==> src/rtl/load_store_unit_pkg.sv <==
// Shared definitions for the load/store unit: FSM state encoding and
// access-size codes. Imported by load_store_unit and lsu_lane_fmt.
package load_store_unit_pkg;

    // FSM state encoding
    localparam logic [2:0] S_IDLE    = 3'd0;
    localparam logic [2:0] S_RD      = 3'd1;
    localparam logic [2:0] S_RD_WAIT = 3'd2;
    localparam logic [2:0] S_WR      = 3'd3;
    localparam logic [2:0] S_RESP    = 3'd4;

    // Access size codes; 2'b11 behaves as a word everywhere (size[1] set)
    localparam logic [1:0] SZ_B = 2'b00;
    localparam logic [1:0] SZ_H = 2'b01;
    localparam logic [1:0] SZ_W = 2'b10;

endpackage

==> src/rtl/load_store_unit_lane_fmt.sv <==
// lsu_lane_fmt: combinational little-endian lane handling.
//   LOAD=1: extract byte/half from word_i at offset off_i, sign/zero extend.
//   LOAD=0: merge wdata_i's low byte/half into word_i (read-modify-write).
// Ports:
//   size_i     access size (SZ_B/SZ_H/SZ_W, 11 = word)
//   unsigned_i load extension: 1 zero, 0 sign
//   off_i      byte offset within the word (addr[1:0])
//   word_i     memory word
//   wdata_i    right-aligned store data
//   data_o     formatted load data or merged store word
module lsu_lane_fmt
    import load_store_unit_pkg::*;
#(
    parameter bit LOAD = 1'b1
) (
    input  logic [1:0]  size_i,
    input  logic        unsigned_i,
    input  logic [1:0]  off_i,
    input  logic [31:0] word_i,
    input  logic [31:0] wdata_i,
    output logic [31:0] data_o
);

    logic [7:0]  byte_sel;
    logic [15:0] half_sel;
    logic [31:0] ld_data;
    logic [31:0] st_data;

    always_comb begin
        byte_sel = word_i[8*off_i +: 8];
        // halves select on addr[1] only; addr[0] is ignored here
        half_sel = off_i[1] ? word_i[31:16] : word_i[15:0];

        ld_data = word_i;
        st_data = wdata_i;
        case (size_i)
            SZ_B: begin
                ld_data = unsigned_i ? {24'd0, byte_sel} : {{24{byte_sel[7]}}, byte_sel};
                st_data = word_i;
                st_data[8*off_i +: 8] = wdata_i[7:0];
            end
            SZ_H: begin
                ld_data = unsigned_i ? {16'd0, half_sel} : {{16{half_sel[15]}}, half_sel};
                st_data = word_i;
                st_data[16*off_i[1] +: 16] = wdata_i[15:0];
            end
            default: ;
        endcase

        data_o = LOAD ? ld_data : st_data;
    end

endmodule

==> src/rtl/load_store_unit.sv <==
// load_store_unit: byte-addressed load/store requests to a word-addressed
// data memory with lane select, extension and sub-word read-modify-write.
// Optional feature macro: MISALIGN_TRAP_EN (misaligned half/word -> resp_err).
// Ports:
//   CLK, RST_N                 clock, async active-low reset
//   req_*                      request (valid/ready handshake, accepted in IDLE)
//   resp_valid/rdata/err       one-cycle registered response
//   mem_EN/RW/ADDr/Din, mem_Dout  data memory port (1-cycle read latency)
module load_store_unit
    import load_store_unit_pkg::*;
#(
    parameter int MEM_DEPTH = 21
) (
    input  logic        CLK,
    input  logic        RST_N,
    input  logic        req_valid,
    output logic        req_ready,
    input  logic        req_we,
    input  logic [1:0]  req_size,
    input  logic        req_unsigned,
    input  logic [31:0] req_addr,
    input  logic [31:0] req_wdata,
    output logic        resp_valid,
    output logic [31:0] resp_rdata,
    output logic        resp_err,
    output logic        mem_EN,
    output logic        mem_RW,
    output logic [31:0] mem_ADDr,
    output logic [31:0] mem_Din,
    input  logic [31:0] mem_Dout
);

    logic [2:0]  state_q;
    logic        we_q;
    logic [1:0]  size_q;
    logic        uns_q;
    logic [1:0]  off_q;
    logic [31:0] wdata_q;
    logic        resp_valid_q;
    logic [31:0] resp_rdata_q;
    logic        mem_en_q;
    logic        mem_rw_q;
    logic [31:0] mem_addr_q;
    logic [31:0] mem_din_q;

    logic [31:0] ld_data_d;
    logic [31:0] merge_d;
    logic        oor;
    logic        misal;

    assign oor = {2'b00, req_addr[31:2]} >= 32'(MEM_DEPTH);

`ifdef MISALIGN_TRAP_EN
    logic resp_err_q;
    logic trap_q;
    assign misal = ((req_size == SZ_H) && req_addr[0]) ||
                   (req_size[1] && (req_addr[1:0] != 2'b00));
    assign resp_err = resp_err_q;
`else
    assign misal = 1'b0;
    assign resp_err = 1'b0;
`endif

    lsu_lane_fmt #(.LOAD(1'b1)) u_ld_fmt (
        .size_i     (size_q),
        .unsigned_i (uns_q),
        .off_i      (off_q),
        .word_i     (mem_Dout),
        .wdata_i    (32'd0),
        .data_o     (ld_data_d)
    );

    lsu_lane_fmt #(.LOAD(1'b0)) u_st_fmt (
        .size_i     (size_q),
        .unsigned_i (1'b0),
        .off_i      (off_q),
        .word_i     (mem_Dout),
        .wdata_i    (wdata_q),
        .data_o     (merge_d)
    );

    assign req_ready  = (state_q == S_IDLE);
    assign resp_valid = resp_valid_q;
    assign resp_rdata = resp_rdata_q;
    assign mem_EN     = mem_en_q;
    assign mem_RW     = mem_rw_q;
    assign mem_ADDr   = mem_addr_q;
    assign mem_Din    = mem_din_q;

    always_ff @(posedge CLK or negedge RST_N) begin
        if (!RST_N) begin
            state_q      <= S_IDLE;
            we_q         <= 1'b0;
            size_q       <= SZ_B;
            uns_q        <= 1'b0;
            off_q        <= 2'b00;
            wdata_q      <= 32'd0;
            resp_valid_q <= 1'b0;
            resp_rdata_q <= 32'd0;
            mem_en_q     <= 1'b0;
            mem_rw_q     <= 1'b0;
            mem_addr_q   <= 32'd0;
            mem_din_q    <= 32'd0;
`ifdef MISALIGN_TRAP_EN
            resp_err_q   <= 1'b0;
            trap_q       <= 1'b0;
`endif
        end else begin
            case (state_q)
                S_IDLE: begin
                    if (req_valid) begin
                        we_q    <= req_we;
                        size_q  <= req_size;
                        uns_q   <= req_unsigned;
                        off_q   <= req_addr[1:0];
                        wdata_q <= req_wdata;
`ifdef MISALIGN_TRAP_EN
                        resp_err_q <= 1'b0;
                        trap_q     <= misal;
`endif
                        if (oor || misal) begin
                            // no access: RESP is entered with resp_valid low so
                            // the pulse lands one cycle after accept
                            state_q <= S_RESP;
                        end else if (req_we && req_size[1]) begin
                            state_q    <= S_WR;
                            mem_en_q   <= 1'b1;
                            mem_rw_q   <= 1'b1;
                            mem_addr_q <= {2'b00, req_addr[31:2]};
                            mem_din_q  <= req_wdata;
                        end else begin
                            state_q    <= S_RD;
                            mem_en_q   <= 1'b1;
                            mem_rw_q   <= 1'b0;
                            mem_addr_q <= {2'b00, req_addr[31:2]};
                        end
                    end
                end
                S_RD: begin
                    mem_en_q <= 1'b0;
                    state_q  <= S_RD_WAIT;
                end
                S_RD_WAIT: begin
                    if (we_q) begin
                        mem_din_q <= merge_d;
                        mem_en_q  <= 1'b1;
                        mem_rw_q  <= 1'b1;
                        state_q   <= S_WR;
                    end else begin
                        resp_rdata_q <= ld_data_d;
                        resp_valid_q <= 1'b1;
                        state_q      <= S_RESP;
                    end
                end
                S_WR: begin
                    mem_en_q     <= 1'b0;
                    resp_rdata_q <= 32'd0;
                    resp_valid_q <= 1'b1;
                    state_q      <= S_RESP;
                end
                S_RESP: begin
                    if (resp_valid_q) begin
                        resp_valid_q <= 1'b0;
                        state_q      <= S_IDLE;
                    end else begin
                        resp_valid_q <= 1'b1;
                        resp_rdata_q <= 32'd0;
`ifdef MISALIGN_TRAP_EN
                        resp_err_q   <= trap_q;
`endif
                    end
                end
                default: state_q <= S_IDLE;
            endcase
        end
    end

endmodule
==> config.mk <==
export PLATFORM = sky130hd
export DESIGN_NAME = load_store_unit
export DESIGN_NICKNAME = d
export VERILOG_FILES = /design/src/rtl/load_store_unit_pkg.sv /design/src/rtl/load_store_unit_lane_fmt.sv /design/src/rtl/load_store_unit.sv
export SDC_FILE = /design/constraint.sdc
export NUM_CORES = 1
export LEC_CHECK = 0
export CAP_MARGIN = 20
export CORE_MARGIN = 10
export CORE_UTILIZATION = 38
export DETAILED_ROUTE_END_ITERATION = 6
export PLACE_DENSITY = 0.66
export SYNTH_ARGS = -nofsm -noshare
export SYNTH_HDL_FRONTEND = slang
export SYNTH_SLANG_ARGS = --single-unit
export TNS_END_PERCENT = 30
==> constraint.sdc <==
create_clock -name CLK -period 2.9 [get_ports CLK]
set_input_delay 0.58 -clock CLK [delete_from_list [all_inputs] [get_ports CLK]]
set_output_delay 0.58 -clock CLK [all_outputs]
set_load 0.01 [all_outputs]
* Yosys cells after proc, flatten, opt, wreduce, memory -nomap -nowiden *
Index checks and enable logic that the tools add are counted.

word-level totals
  memories = 0
  output and inout port bits = 101
  bits in latches = 0
  logic and storage cells = 80
  bits in read-only memories = 0
  RAM bits = 0
  register bits = 138
  input port bits = 103

operators by class
  reductions and logical operators = 15
  equal/unequal tests = 12
  add/subtract/negate cells = 2
  multiplexer cells = 32
  $lt $le $gt $ge = 1
  bitwise gates (word level) = 1
  shifts and indexed selects = 5
  multiply operators = 0
  div/mod/pow operators = 0

operators with widths
  kind                                                    count
  2-to-1 mux 32 bit                                       8
  one-hot mux 32 bit (2 select lines)                     3
  one-hot mux 32 bit (3 select lines)                     1
  negation 5 -> 34 bit                                    2
  bitwise mux 32 bit                                      2
  variable shift 16 x 34 -> 32 bit, first input constant  1
  variable shift 8 x 34 -> 32 bit, first input constant   1
  indexed part select 16 x 34 -> 32 bit                   1
  indexed part select 8 x 34 -> 32 bit                    1
  indexed part select 32 x 6 -> 8 bit                     1
  >= comparator 30 x 5 -> 1 bit, second input constant    1
  2-to-1 mux 16 bit                                       1
  one-hot mux 3 bit (5 select lines)                      1
  2-to-1 mux 3 bit                                        4
  inequality test 2 bit, second input constant            6
  2-to-1 mux 1 bit                                        8
  AND reduction 4 bit                                     2
  == test 3 x 2 -> 1 bit, second input constant           2
  one-hot mux 1 bit (3 select lines)                      2
  AND reduction 2 bit                                     3
  AND reduction 3 bit                                     2
  nonzero test 3 bit                                      2
  AND reduction 5 bit                                     1
  == test 3 x 1 -> 1 bit, second input constant           1
  other kinds (11)                                        11

* Depth between registers and ports, before layout *
Gate-level depths: netlist (run 1).

  word-level depth = 6
  mapped depth = 10
  mapped depth without buffers = 7

* Modules after synthesis *
A second synthesis (run 1) with hierarchy kept.

second synthesis, totals
  cells, all modules = 644
  area total of the unflattened synthesis = 7325.8 um^2

modules (own cells, without submodules)
  module                    seq. area each (um^2)  times used  area each (um^2)  cells an instance
  load_store_unit           3453.3                 1           5571.6            377
  lsu_lane_fmt at u_st_fmt  0.0                    1           1029.7            145
  lsu_lane_fmt at u_ld_fmt  0.0                    1           724.4             122

* Least setup slack after synthesis (run 1) *
No wires, ideal clock.

  kind = register -> register
  from = register off_q[0]
  to = register mem_din_q[8], in the netlist mem_Din[8]
  path buffers = 2
  path slack = 0.409 ns
  required time = 2.773 ns
  setup time = 0.127 ns
  clock period less this slack = 2.491 ns
  arrival = 2.363 ns
  cell stages (with the launch flop) = 10
  path through = dfrtp_1 > buf_2 > inv_1 > ha_1 > nor4b_1 > and3_1 > clkbuf_1 > a222oi_1 > a21oi_1 > mux2_1

between the ends
  longest elaborated chain between the ends = 6
  elaborated cells between the ends (all ways) = 7
  classes of those cells = 1 x add/sub; 2 x shift; 4 x mux

RTL lines
  what                                                                                            line                            source
  start, declared                                                                                 load_store_unit.sv:37           logic [1:0] off_q;
  start signal, assigned                                                                          load_store_unit.sv:115          off_q <= req_addr[1:0];
  negation 5 -> 34 bit (*)                                                                        -
  indexed part select 8 x 34 -> 32 bit / variable shift 8 x 34 -> 32 bit (equally long branches)  load_store_unit_lane_fmt.sv:40  st_data[8*off_i +: 8] = wdata_i[7:0];
  bitwise mux 32 bit (*)                                                                          load_store_unit_lane_fmt.sv:40
  one-hot mux 32 bit (2 select lines) (*)                                                         load_store_unit_lane_fmt.sv:36  case (size_i)
  2-to-1 mux 32 bit (*)                                                                           load_store_unit.sv:144          if (we_q) begin
  one-hot mux 32 bit (2 select lines) (*)                                                         load_store_unit.sv:109          case (state_q)
  end signal, assigned                                                                            load_store_unit.sv:130          mem_din_q <= req_wdata;
  end signal, assigned                                                                            load_store_unit.sv:145          mem_din_q <= merge_d;
  end, declared                                                                                   load_store_unit.sv:44           logic [31:0] mem_din_q;

Mark *: on every way between the ends. The rest lies on a longest branch, timed or not. The select of a mux whose other input is x is not followed.
A chain may end at the register's enable or synchronous reset.

* Worst setup path in the final report (run 1) *
  from = register off_q[1]
  to = register mem_din_q[1], in the netlist mem_Din[1]

between the ends
  longest elaborated chain between the ends = 6
  elaborated cells between the ends (all ways) = 11
  classes of those cells = 2 x add/sub; 4 x shift; 5 x mux

RTL lines
  what                                                                 line                                                            source
  negation 5 -> 34 bit, on equally long branches                       -
  indexed part select 16 x 34 -> 32 bit, or another cell as far along  load_store_unit_lane_fmt.sv:45                                  st_data[16*off_i[1] +: 16] = wdata_i[15:0];
  bitwise mux 32 bit, on equally long branches                         load_store_unit_lane_fmt.sv:45, load_store_unit_lane_fmt.sv:40
  one-hot mux 32 bit (2 select lines) (*)                              load_store_unit_lane_fmt.sv:36
  2-to-1 mux 32 bit (*)                                                load_store_unit.sv:144
  one-hot mux 32 bit (2 select lines) (*)                              load_store_unit.sv:109

Marks and branches as above.

==> impl_metrics.py, run 1 <==
metrics = {
    "run_status": {
        "status": "finished, final reports clean",
    },
    "clock_network": {
        "root_buffer": "clkbuf_16",
        "cts_max_level": 4,
        "clock_latency_ns": 0.42,
        "cts-buffers-inserted": 17,
        "cts_tree": "done",
        "clock_path_buffers": 2,
        "clock_sinks": 138,
        "cts_hold_buf": 0,
        "clk_pin_slew_ns": 0.06,
        "cts_resized": 0,
        "post_cts_buffers": 0,
    },
    "placement": {
        "dp_cells": 1024,
        "globalplace.congestion": 0.8993,
        "port_buffers": 200,
        "dpl.hpwl_um": 17740,
    },
    "synth": {
        "ys.flop_type": "dfrtp_1",
        "seq_area_frac_synth_pct": 49.63,
        "syn-instance-count": 628,
        "synth_cell_types": 48,
        "synthArstFlopShare_pct": 100.0,
        "synthTopCellsByArea": "dfrtp_1, mux2_2, mux2_1",
        "ys_ff_latch": 138,
        "synth_edf_count": 0,
        "netlist_top_cells_count": "dfrtp_1, mux2_2, nor2_1",
        "synthesis.area_sq_um": 6958,
        "synth_most_common_cell": "dfrtp_1",
        "syn_avg_cell_area_sq_um": 11.08,
        "netlist.area_leader.share_pct": 49.63,
        "ys_warn_count": 0,
        "synth_area_leader_cell": "dfrtp_1",
    },
    "power_and_ir_drop": {
        "combPwrFrac_pct": 33.0,
        "p_per_area_nw_per_um2": 738.9,
        "pwr-share-seq_pct": 36.5,
        "netSwitchingPower_mw": 2.527,
        "p_int_mw": 4.686,
        "p_leak_nw": 4.195,
        "ir_drop_uv": 418.2,
        "pwr-share-clk_pct": 30.5,
        "p_total_mw": 7.213,
        "swShare_pct": 35.03,
    },
    "critical_path": {
        "cp.required_ns": 3.27,
        "max_stage_delay_ns": 0.53,
        "slowest_stage": "a21oi_1",
        "crit_chain": "inv_1, ha_1, or4bb_1, a21oi_1, a221oi_1, nor2_1, mux2_2",
        "path_buf_inv": 1,
        "crit_family": "compound AO/OA/AOI/OAI gates",
        "critPathArrivalTime_ns": 3.08,
        "crit_fanout": 9,
        "critPathKind": "flop to flop",
        "cp.depth": 7,
        "critPathLaunchType": "flop",
        "cp-end-kind": "flop",
        "ff2ff_path_depth": 7,
    },
    "die": {
        "io_pins": 204,
        "start_util_pct": 38.73,
        "rows": 49,
        "fp.dieW_um": 155.3,
        "placeableCoreArea_sq_um": 17960,
        "die_area_sq_um": 24120,
        "die_h_um": 155.3,
    },
    "route": {
        "wl_per_cell_um": 22.04,
        "viasPerCell": 5.554,
        "drc_errors": 0,
        "totalWireLength_um": 23300,
        "vias": 5871,
        "dr.pass1.iters": 5,
        "postRouteAntennaNets": 0,
        "initialDrtViolationCount": 571,
    },
    "sta": {
        "skew_ns": 0.006363,
        "setup_viol": 0,
        "finalHoldViolCount": 0,
        "fin_tns_setup_ns": 0,
        "rsz0062_at_grt": "no",
        "slew_headroom_pct": 43.89,
        "timing.final.crit_share_pct": 93.61,
        "worstMarginPinSlew_ns": 0.8352,
        "min_period_ns": 2.715,
        "drv_slew": 0,
        "fmax_mhz": 368.4,
        "holdWs_ns": 0.02893,
    },
    "grt": {
        "overflow": 0,
        "grt_usage_pct": 19.07,
        "grt_pass1_wl_um": 35970,
        "grt_pass1_vias": 6061,
        "grt_max_degree": 62,
        "antenna_found_initial": 0,
    },
    "final_layout": {
        "final_cells": 1057,
        "syn_to_final_growth_pct": 40.30,
        "nNetsFinal": 923,
        "fillers": 1546,
        "layout-drive-gt1-share_pct": 14.25,
        "antenna_cells": 0,
        "final_core_util_pct": 54.34,
    },
    "hold_path": {
        "min_path_type": "input port to async pin",
    },
    "job": {
        "maxCapViolCount": 0,
    },
}
==> worst reg2reg max path, stage by stage, from the launching register on <==
cell	delay (ns)
dfrtp_1	0.52
inv_1	0.20
ha_1	0.35
or4bb_1	0.49
a21oi_1	0.53
a221oi_1	0.25
nor2_1	0.16
mux2_2	0.15
==> layout by cell type (no fill, tap or decap), types with 24 or more instances in the layout <==
master           instances
clkdlybuf4s50_1        199
dfrtp_1                138
mux2_2                  52
nor2_1                  45
nand2_1                 40
nor2b_1                 36
a221oi_1                31
a21oi_1                 28
nand2b_1                27
mux2_1                  27
o21ai_0                 24
==> path summary, 6_finish.rpt <==
kind                                     from              to  slack [ns]
min in group CLK                resp_rdata[5]   resp_rdata[5]        0.48
max in group asynchronous               RST_N  resp_rdata[19]        2.24
worst min register to register  resp_rdata[5]   resp_rdata[5]        0.48
worst min-delay path                    RST_N    mem_ADDr[13]        0.03
worst max register to register       off_q[1]      mem_Din[1]        0.19
worst max-delay path                 off_q[1]      mem_Din[1]        0.19
==> logic make-up after synthesis <==
group / count (synthesis) / share of synthesized area (%)
AO/OA/AOI/OAI: 144 / 15.09
flip-flops: 138 / 49.63
multiplexers: 95 / 16.53
AND/OR/NAND/NOR: 181 / 13.52
adder cells (fa/ha/maj): 5 / 0.8991
buffers and inverters: 64 / 4.280
other: 1 / 0.05390
==> cell type report <==
| cell class | instances | area, sq um | area share [%] |
|---|---|---|---|
| Multi-Input combinational cell | 428 | 3219 | 32.98 |
| Tap cell | 229 | 286.5 | 2.935 |
| Sequential cell | 138 | 3453 | 35.38 |
| Clock buffer | 20 | 466.7 | 4.781 |
| Timing Repair Buffer | 216 | 2145 | 21.97 |
| Clock inverter | 12 | 138.9 | 1.423 |
| Inverter | 14 | 52.55 | 0.5383 |
==> state kept, by name, indices dropped and copies added, names as in the netlist <==
name	cells
size_q	2
mem_Din	32
we_q	1
mem_EN	1
mem_ADDr	30
mem_RW	1
off_q	2
resp_rdata	32
resp_valid	1
uns_q	1
wdata_q	32
state_q	3
==> power groups by stage <==
stage                     clock network (mW)  registers, mW  logic, mW
after global routing                    2.33           2.68       2.59
after detailed placement                   0           2.66       2.36
after global placement                     0           2.64       2.28
after CTS                               2.23           2.63       2.37
final                                   2.20           2.63       2.38
after floorplan                            0           2.50       1.62
==> metrics by stage <==
step / worst slack, ns / instance area [sq um]
final: 0.1852 / 9762
after global routing: 0.02012 / 9762
after CTS: 0.2253 / 9754
after detailed placement: 0.1197 / 9149
after global placement: 0.1574 / 9149
after floorplan: 0.4091 / 6965
==> per-layer routing <==
metal | vias up | wire [um] | GRT usage, %
met5 | - | 0 | 0
met4 | 0 | 269 | 4.902
met3 | 20 | 1848 | 5.542
met2 | 240 | 11310 | 30.76
met1 | 2949 | 9875 | 24.57
li1 | 2662 | - | -
Power figures use the tool's default switching activity.
==> inputs of run 2 (changes only) <==
==> constraint.sdc (replaced) <==
create_clock -name CLK -period 2.7 [get_ports CLK]
set_input_delay 0.54 -clock CLK [delete_from_list [all_inputs] [get_ports CLK]]
set_output_delay 0.54 -clock CLK [all_outputs]
set_load 0.01 [all_outputs]
==> impl_metrics.py, run 2 (same netlist as run 1, synthesis figures left out) <==
metrics = {
    "grt": {
        "antenna_found_initial": 0,
        "grt_max_degree": 60,
        "grt_pass1_vias": 6327,
        "overflow": 0,
        "grt_usage_pct": 19.12,
        "grt_pass1_wl_um": 36330,
    },
    "sta": {
        "slew_headroom_pct": 39.20,
        "skew_ns": 0.009635,
        "fmax_mhz": 392.6,
        "setup_viol": 0,
        "rsz0062_at_grt": "no",
        "worstMarginPinSlew_ns": 0.9050,
        "timing.final.crit_share_pct": 94.33,
        "fin_tns_setup_ns": 0,
        "finalHoldViolCount": 0,
        "holdWs_ns": 0.05897,
        "drv_slew": 0,
        "min_period_ns": 2.547,
    },
    "final_layout": {
        "final_common_cell": "clkdlybuf4s50_1",
        "syn_to_final_growth_pct": 40.68,
        "layout-drive-gt1-share_pct": 14.58,
        "seq_area_sq_um": 3453,
        "final_cells": 1059,
        "final_cell_mix": "clkdlybuf4s50_1, dfrtp_1, mux2_2, nor2_1, nand2_1",
        "final_core_util_pct": 54.49,
        "antenna_cells": 0,
        "fillers": 1508,
        "nNetsFinal": 925,
        "multiInputGateArea_sq_um": 3223,
    },
    "run_status": {
        "status": "finished, violations left",
        "violations": "DRC",
    },
    "power_and_ir_drop": {
        "ir_drop_uv": 536.1,
        "p_int_mw": 5.072,
        "netSwitchingPower_mw": 2.777,
        "p_per_area_nw_per_um2": 801.9,
        "combPwrFrac_pct": 33.4,
        "p_leak_nw": 4.210,
        "p_total_mw": 7.849,
        "pwr-share-seq_pct": 35.6,
        "pwr-share-clk_pct": 31.0,
        "swShare_pct": 35.38,
    },
    "placement": {
        "globalplace.congestion": 0.8978,
        "port_buffers": 200,
        "dp_cells": 1026,
        "dpl.hpwl_um": 18020,
    },
    "clock_network": {
        "clock_latency_ns": 0.43,
        "post_cts_buffers": 0,
        "cts_max_level": 4,
        "cts_hold_buf": 0,
        "clk_pin_slew_ns": 0.06,
        "root_buffer": "clkbuf_16",
        "cts_resized": 0,
        "clock_path_buffers": 2,
        "clock_sinks": 138,
        "cts-buffers-inserted": 17,
        "cts_tree": "done",
    },
    "route": {
        "dr.pass1.iters": 7,
        "wl_per_cell_um": 22.31,
        "postRouteAntennaNets": 0,
        "totalWireLength_um": 23620,
        "drc_errors": 7,
        "viasPerCell": 5.673,
        "vias": 6008,
        "initialDrtViolationCount": 569,
    },
    "die": {
        "start_util_pct": 38.73,
        "io_pins": 204,
        "fp.dieW_um": 155.3,
        "placeableCoreArea_sq_um": 17960,
        "rows": 49,
        "die_area_sq_um": 24120,
        "die_h_um": 155.3,
    },
    "critical_path": {
        "reg2reg_setup_slack_ns": 0.15,
        "ff2ff_path_depth": 7,
        "cp.required_ns": 3.00,
        "critPathLaunchType": "flop",
        "crit_fanout": 8,
        "critPathKind": "flop to flop",
        "worstReg2RegStart": "off_q[1]",
        "cp-end-kind": "flop",
        "r2r-end": "mem_Din[15]",
        "critPathArrivalTime_ns": 2.85,
    },
    "hold_path": {
        "min_path_type": "input port to async pin",
    },
    "job": {
        "maxCapViolCount": 0,
    },
}
[run 2: changes by cell type in the layout (fill, tap and decap cells not counted)]
cell / previous run / this run
a21oi_1: 28 / 27
buf_4: 14 / 16
a21oi_2: 0 / 1
inv_6: 2 / 5
clkinvlp_4: 4 / 3
bufinv_16: 2 / 3
clkbuf_8: 3 / 0
[run 2: critical path, cell delays in order, from the launching register on]
cell	delay [ns]
dfrtp_1	0.47
inv_1	0.18
ha_1	0.33
nor4b_1	0.17
and3_1	0.29
a222oi_1	0.55
a21oi_1	0.13
mux2_1	0.31
[run 2: power by group through the flow]
stage          registers (mW)  logic, mW  clock network [mW]
2_1_floorplan            2.68       1.74                   0
6_report                 2.80       2.62                2.43
5_1_grt                  2.84       2.86                2.55
3_5_place_dp             2.82       2.57                   0
4_1_cts                  2.79       2.58                2.47
3_3_place_gp             2.81       2.51                   0
[run 2: layout make-up]
class | count | area share [%]
Sequential cell | 138 | 35.28
Multi-Input combinational cell | 428 | 32.93
Timing Repair Buffer | 218 | 22.06
Clock buffer | 17 | 4.346
Tap cell | 229 | 2.927
Clock inverter | 15 | 1.917
Inverter | 14 | 0.5369
[run 2: worst max path at each step]
| stage | startpoint | end |
|---|---|---|
| global route | off_q[1] | mem_Din[14] |
| CTS | off_q[1] | mem_Din[7] |
| floorplan | off_q[0] | mem_Din[8] |
| finish | off_q[1] | mem_Din[15] |
| detailed placement | req_addr[7] | mem_Din[30] |
| global placement | req_addr[7] | mem_Din[0] |
[run 2: metrics by stage]
stage | instance area (sq um) | worst slack [ns]
floorplan | 6965 | 0.2091
global placement | 9164 | 0.05520
detailed placement | 9164 | 0.03859
CTS | 9777 | 0.08387
global route | 9788 | 0.04592
finish | 9788 | 0.1532
[run 2: per-layer routing]
layer  GRT usage [%]  part of all wire [%]
met5               0                     0
met4           6.863                   2.2
met3           4.687                   8.3
met2           30.11                    48
met1           25.03                    42
==> inputs of run 3 (changes only) <==
==> constraint.sdc (replaced) <==
create_clock -name CLK -period 2.7 [get_ports CLK]
set_input_delay 0.405 -clock CLK [delete_from_list [all_inputs] [get_ports CLK]]
set_output_delay 0.405 -clock CLK [all_outputs]
set_load 0.01 [all_outputs]
==> impl_metrics.py, run 3 (same netlist as run 1, synthesis figures left out) <==
metrics = {
    "route": {
        "totalWireLength_um": 23470,
        "viasPerCell": 5.523,
        "drc_errors": 7,
        "vias": 5871,
        "dr.pass1.iters": 7,
        "postRouteAntennaNets": 0,
        "initialDrtViolationCount": 462,
        "wl_per_cell_um": 22.08,
    },
    "placement": {
        "dpl.hpwl_um": 17930,
        "port_buffers": 200,
        "globalplace.congestion": 0.8936,
    },
    "critical_path": {
        "critPathArrivalTime_ns": 2.77,
        "critPathKind": "flop to flop",
        "ff2ff_path_depth": 7,
        "critPathLaunchType": "flop",
        "cp.required_ns": 3.01,
        "worstReg2RegStart": "off_q[1]",
        "crit_fanout": 8,
        "cp-end-kind": "flop",
        "reg2reg_setup_slack_ns": 0.24,
        "r2r-end": "mem_Din[14]",
    },
    "power_and_ir_drop": {
        "p_leak_nw": 4.210,
        "ir_drop_uv": 621.1,
        "p_per_area_nw_per_um2": 792.1,
        "p_total_mw": 7.757,
    },
    "sta": {
        "timing.final.crit_share_pct": 91.19,
        "setup_viol": 0,
        "skew_ns": 0.007654,
        "fmax_mhz": 406.2,
        "slew_headroom_pct": 40.87,
        "min_period_ns": 2.462,
        "worstMarginPinSlew_ns": 0.8801,
        "finalHoldViolCount": 0,
        "rsz0062_at_grt": "no",
        "fin_tns_setup_ns": 0,
        "drv_slew": 0,
    },
    "grt": {
        "grt_usage_pct": 19.22,
        "grt_max_degree": 45,
        "use_met2_pct": 30.33,
        "overflow": 0,
        "grt.busiest_layer": "met2",
        "grtUsageMet3_pct": 5.211,
        "grt_pass1_wl_um": 36460,
        "antenna_found_initial": 1,
        "grt_pass1_vias": 6226,
        "use_met1_pct": 25.03,
    },
    "clock_network": {
        "clk_pin_slew_ns": 0.06,
        "cts_tree": "done",
        "clock_path_buffers": 2,
        "clock_latency_ns": 0.43,
        "root_buffer": "clkbuf_16",
        "cts-buffers-inserted": 17,
        "post_cts_buffers": 0,
        "clock_sinks": 138,
        "cts_max_level": 4,
    },
    "die": {
        "placeableCoreArea_sq_um": 17960,
        "fp.dieW_um": 155.3,
        "io_pins": 204,
        "rows": 49,
        "start_util_pct": 38.73,
        "die_area_sq_um": 24120,
        "die_h_um": 155.3,
    },
    "run_status": {
        "violations": "DRC",
        "status": "finished, violations left",
    },
    "final_layout": {
        "layout-drive-gt1-share_pct": 14.77,
        "final_common_cell": "clkdlybuf4s50_1",
        "nNetsFinal": 928,
        "final_cell_mix": "clkdlybuf4s50_1, dfrtp_1, mux2_2, nor2_1, nand2_1",
        "syn_to_final_growth_pct": 40.73,
        "final_core_util_pct": 54.51,
    },
    "job": {
        "maxCapViolCount": 0,
    },
    "hold_path": {
        "min_path_type": "input port to async pin",
    },
}
## run 3: cell types whose count changed in the layout (fill, tap and decap cells not counted), sizes merged
| cell | delta |
|---|---|
| buf | +3 |
| bufinv | -1 |
| clkbuf | -1 |
| clkinv | -2 |
| clkinvlp | +2 |
| diode | +1 |
| dlygate4sd3 | +1 |
| inv | +1 |
## run 3: per-stage QoR
stage                     hold slack (ns)  cells  area [sq um]  setup WS (ns)
after floorplan                    0.1094    630          6965         0.2091
after global placement             0.3879   1028          9179         0.1289
after detailed placement           0.4010   1028          9179        0.09031
after CTS                          0.4821   1061          9781         0.2290
after global routing               0.5104   1063          9792         0.1269
final                              0.4752   1063          9792         0.2380
## run 3: what timing repair did
item                       CTS  global route
hold endpoints to repair    32             0
setup endpoints to repair    0             2
gates resized for setup      0             1
hold buffers                 1             0
## run 3: power by group
| part | internal, mW | switching, mW | total, mW | leakage, nW |
|---|---|---|---|---|
| Clock | 1.38 | 0.966 | 2.34 | 0.275 |
| Combinational | 1.19 | 1.42 | 2.61 | 2.13 |
| Sequential | 2.42 | 0.381 | 2.80 | 1.81 |
## run 3: how the worst max path moves through the flow
| stage | startpoint | to | slack [ns] | cells after the start |
|---|---|---|---|---|
| 3_5_place_dp | req_addr[8] | mem_Din[0] | 0.09 | 6 |
| 3_3_place_gp | req_addr[7] | mem_Din[0] | 0.13 | 6 |
| 4_1_cts | off_q[1] | mem_Din[1] | 0.23 | 7 |
| 6_report | off_q[1] | mem_Din[14] | 0.24 | 7 |
| 5_1_grt | off_q[1] | mem_Din[14] | 0.13 | 7 |
| 2_1_floorplan | off_q[0] | mem_Din[8] | 0.21 | 9 |
## run 3: area by class of cell
| type | count | area, sq um |
|---|---|---|
| Clock buffer | 17 | 425.4 |
| Antenna cell | 1 | 2.502 |
| Multi-Input combinational cell | 428 | 3223 |
| Tap cell | 229 | 286.5 |
| Inverter | 14 | 52.55 |
| Fill cell | 1511 | 8172 |
| Sequential cell | 138 | 3453 |
| Clock inverter | 15 | 166.4 |
| Timing Repair Buffer | 221 | 2182 |
## run 3: metal layers
layer  vias up  wire length [um]
met4         0               365
met1      2954             10270
li1       2681                 -
met2       208             11200
met3        28              1634
met5         -                 0
## run 3: worst max-delay path, cell delays in order (launching register included)
cell and delay (ns):
dfrtp_1 0.39, inv_1 0.18, ha_1 0.29, nor4b_1 0.18
and3_1 0.30, a222oi_1 0.55, a21oi_1 0.14, mux2_1 0.31
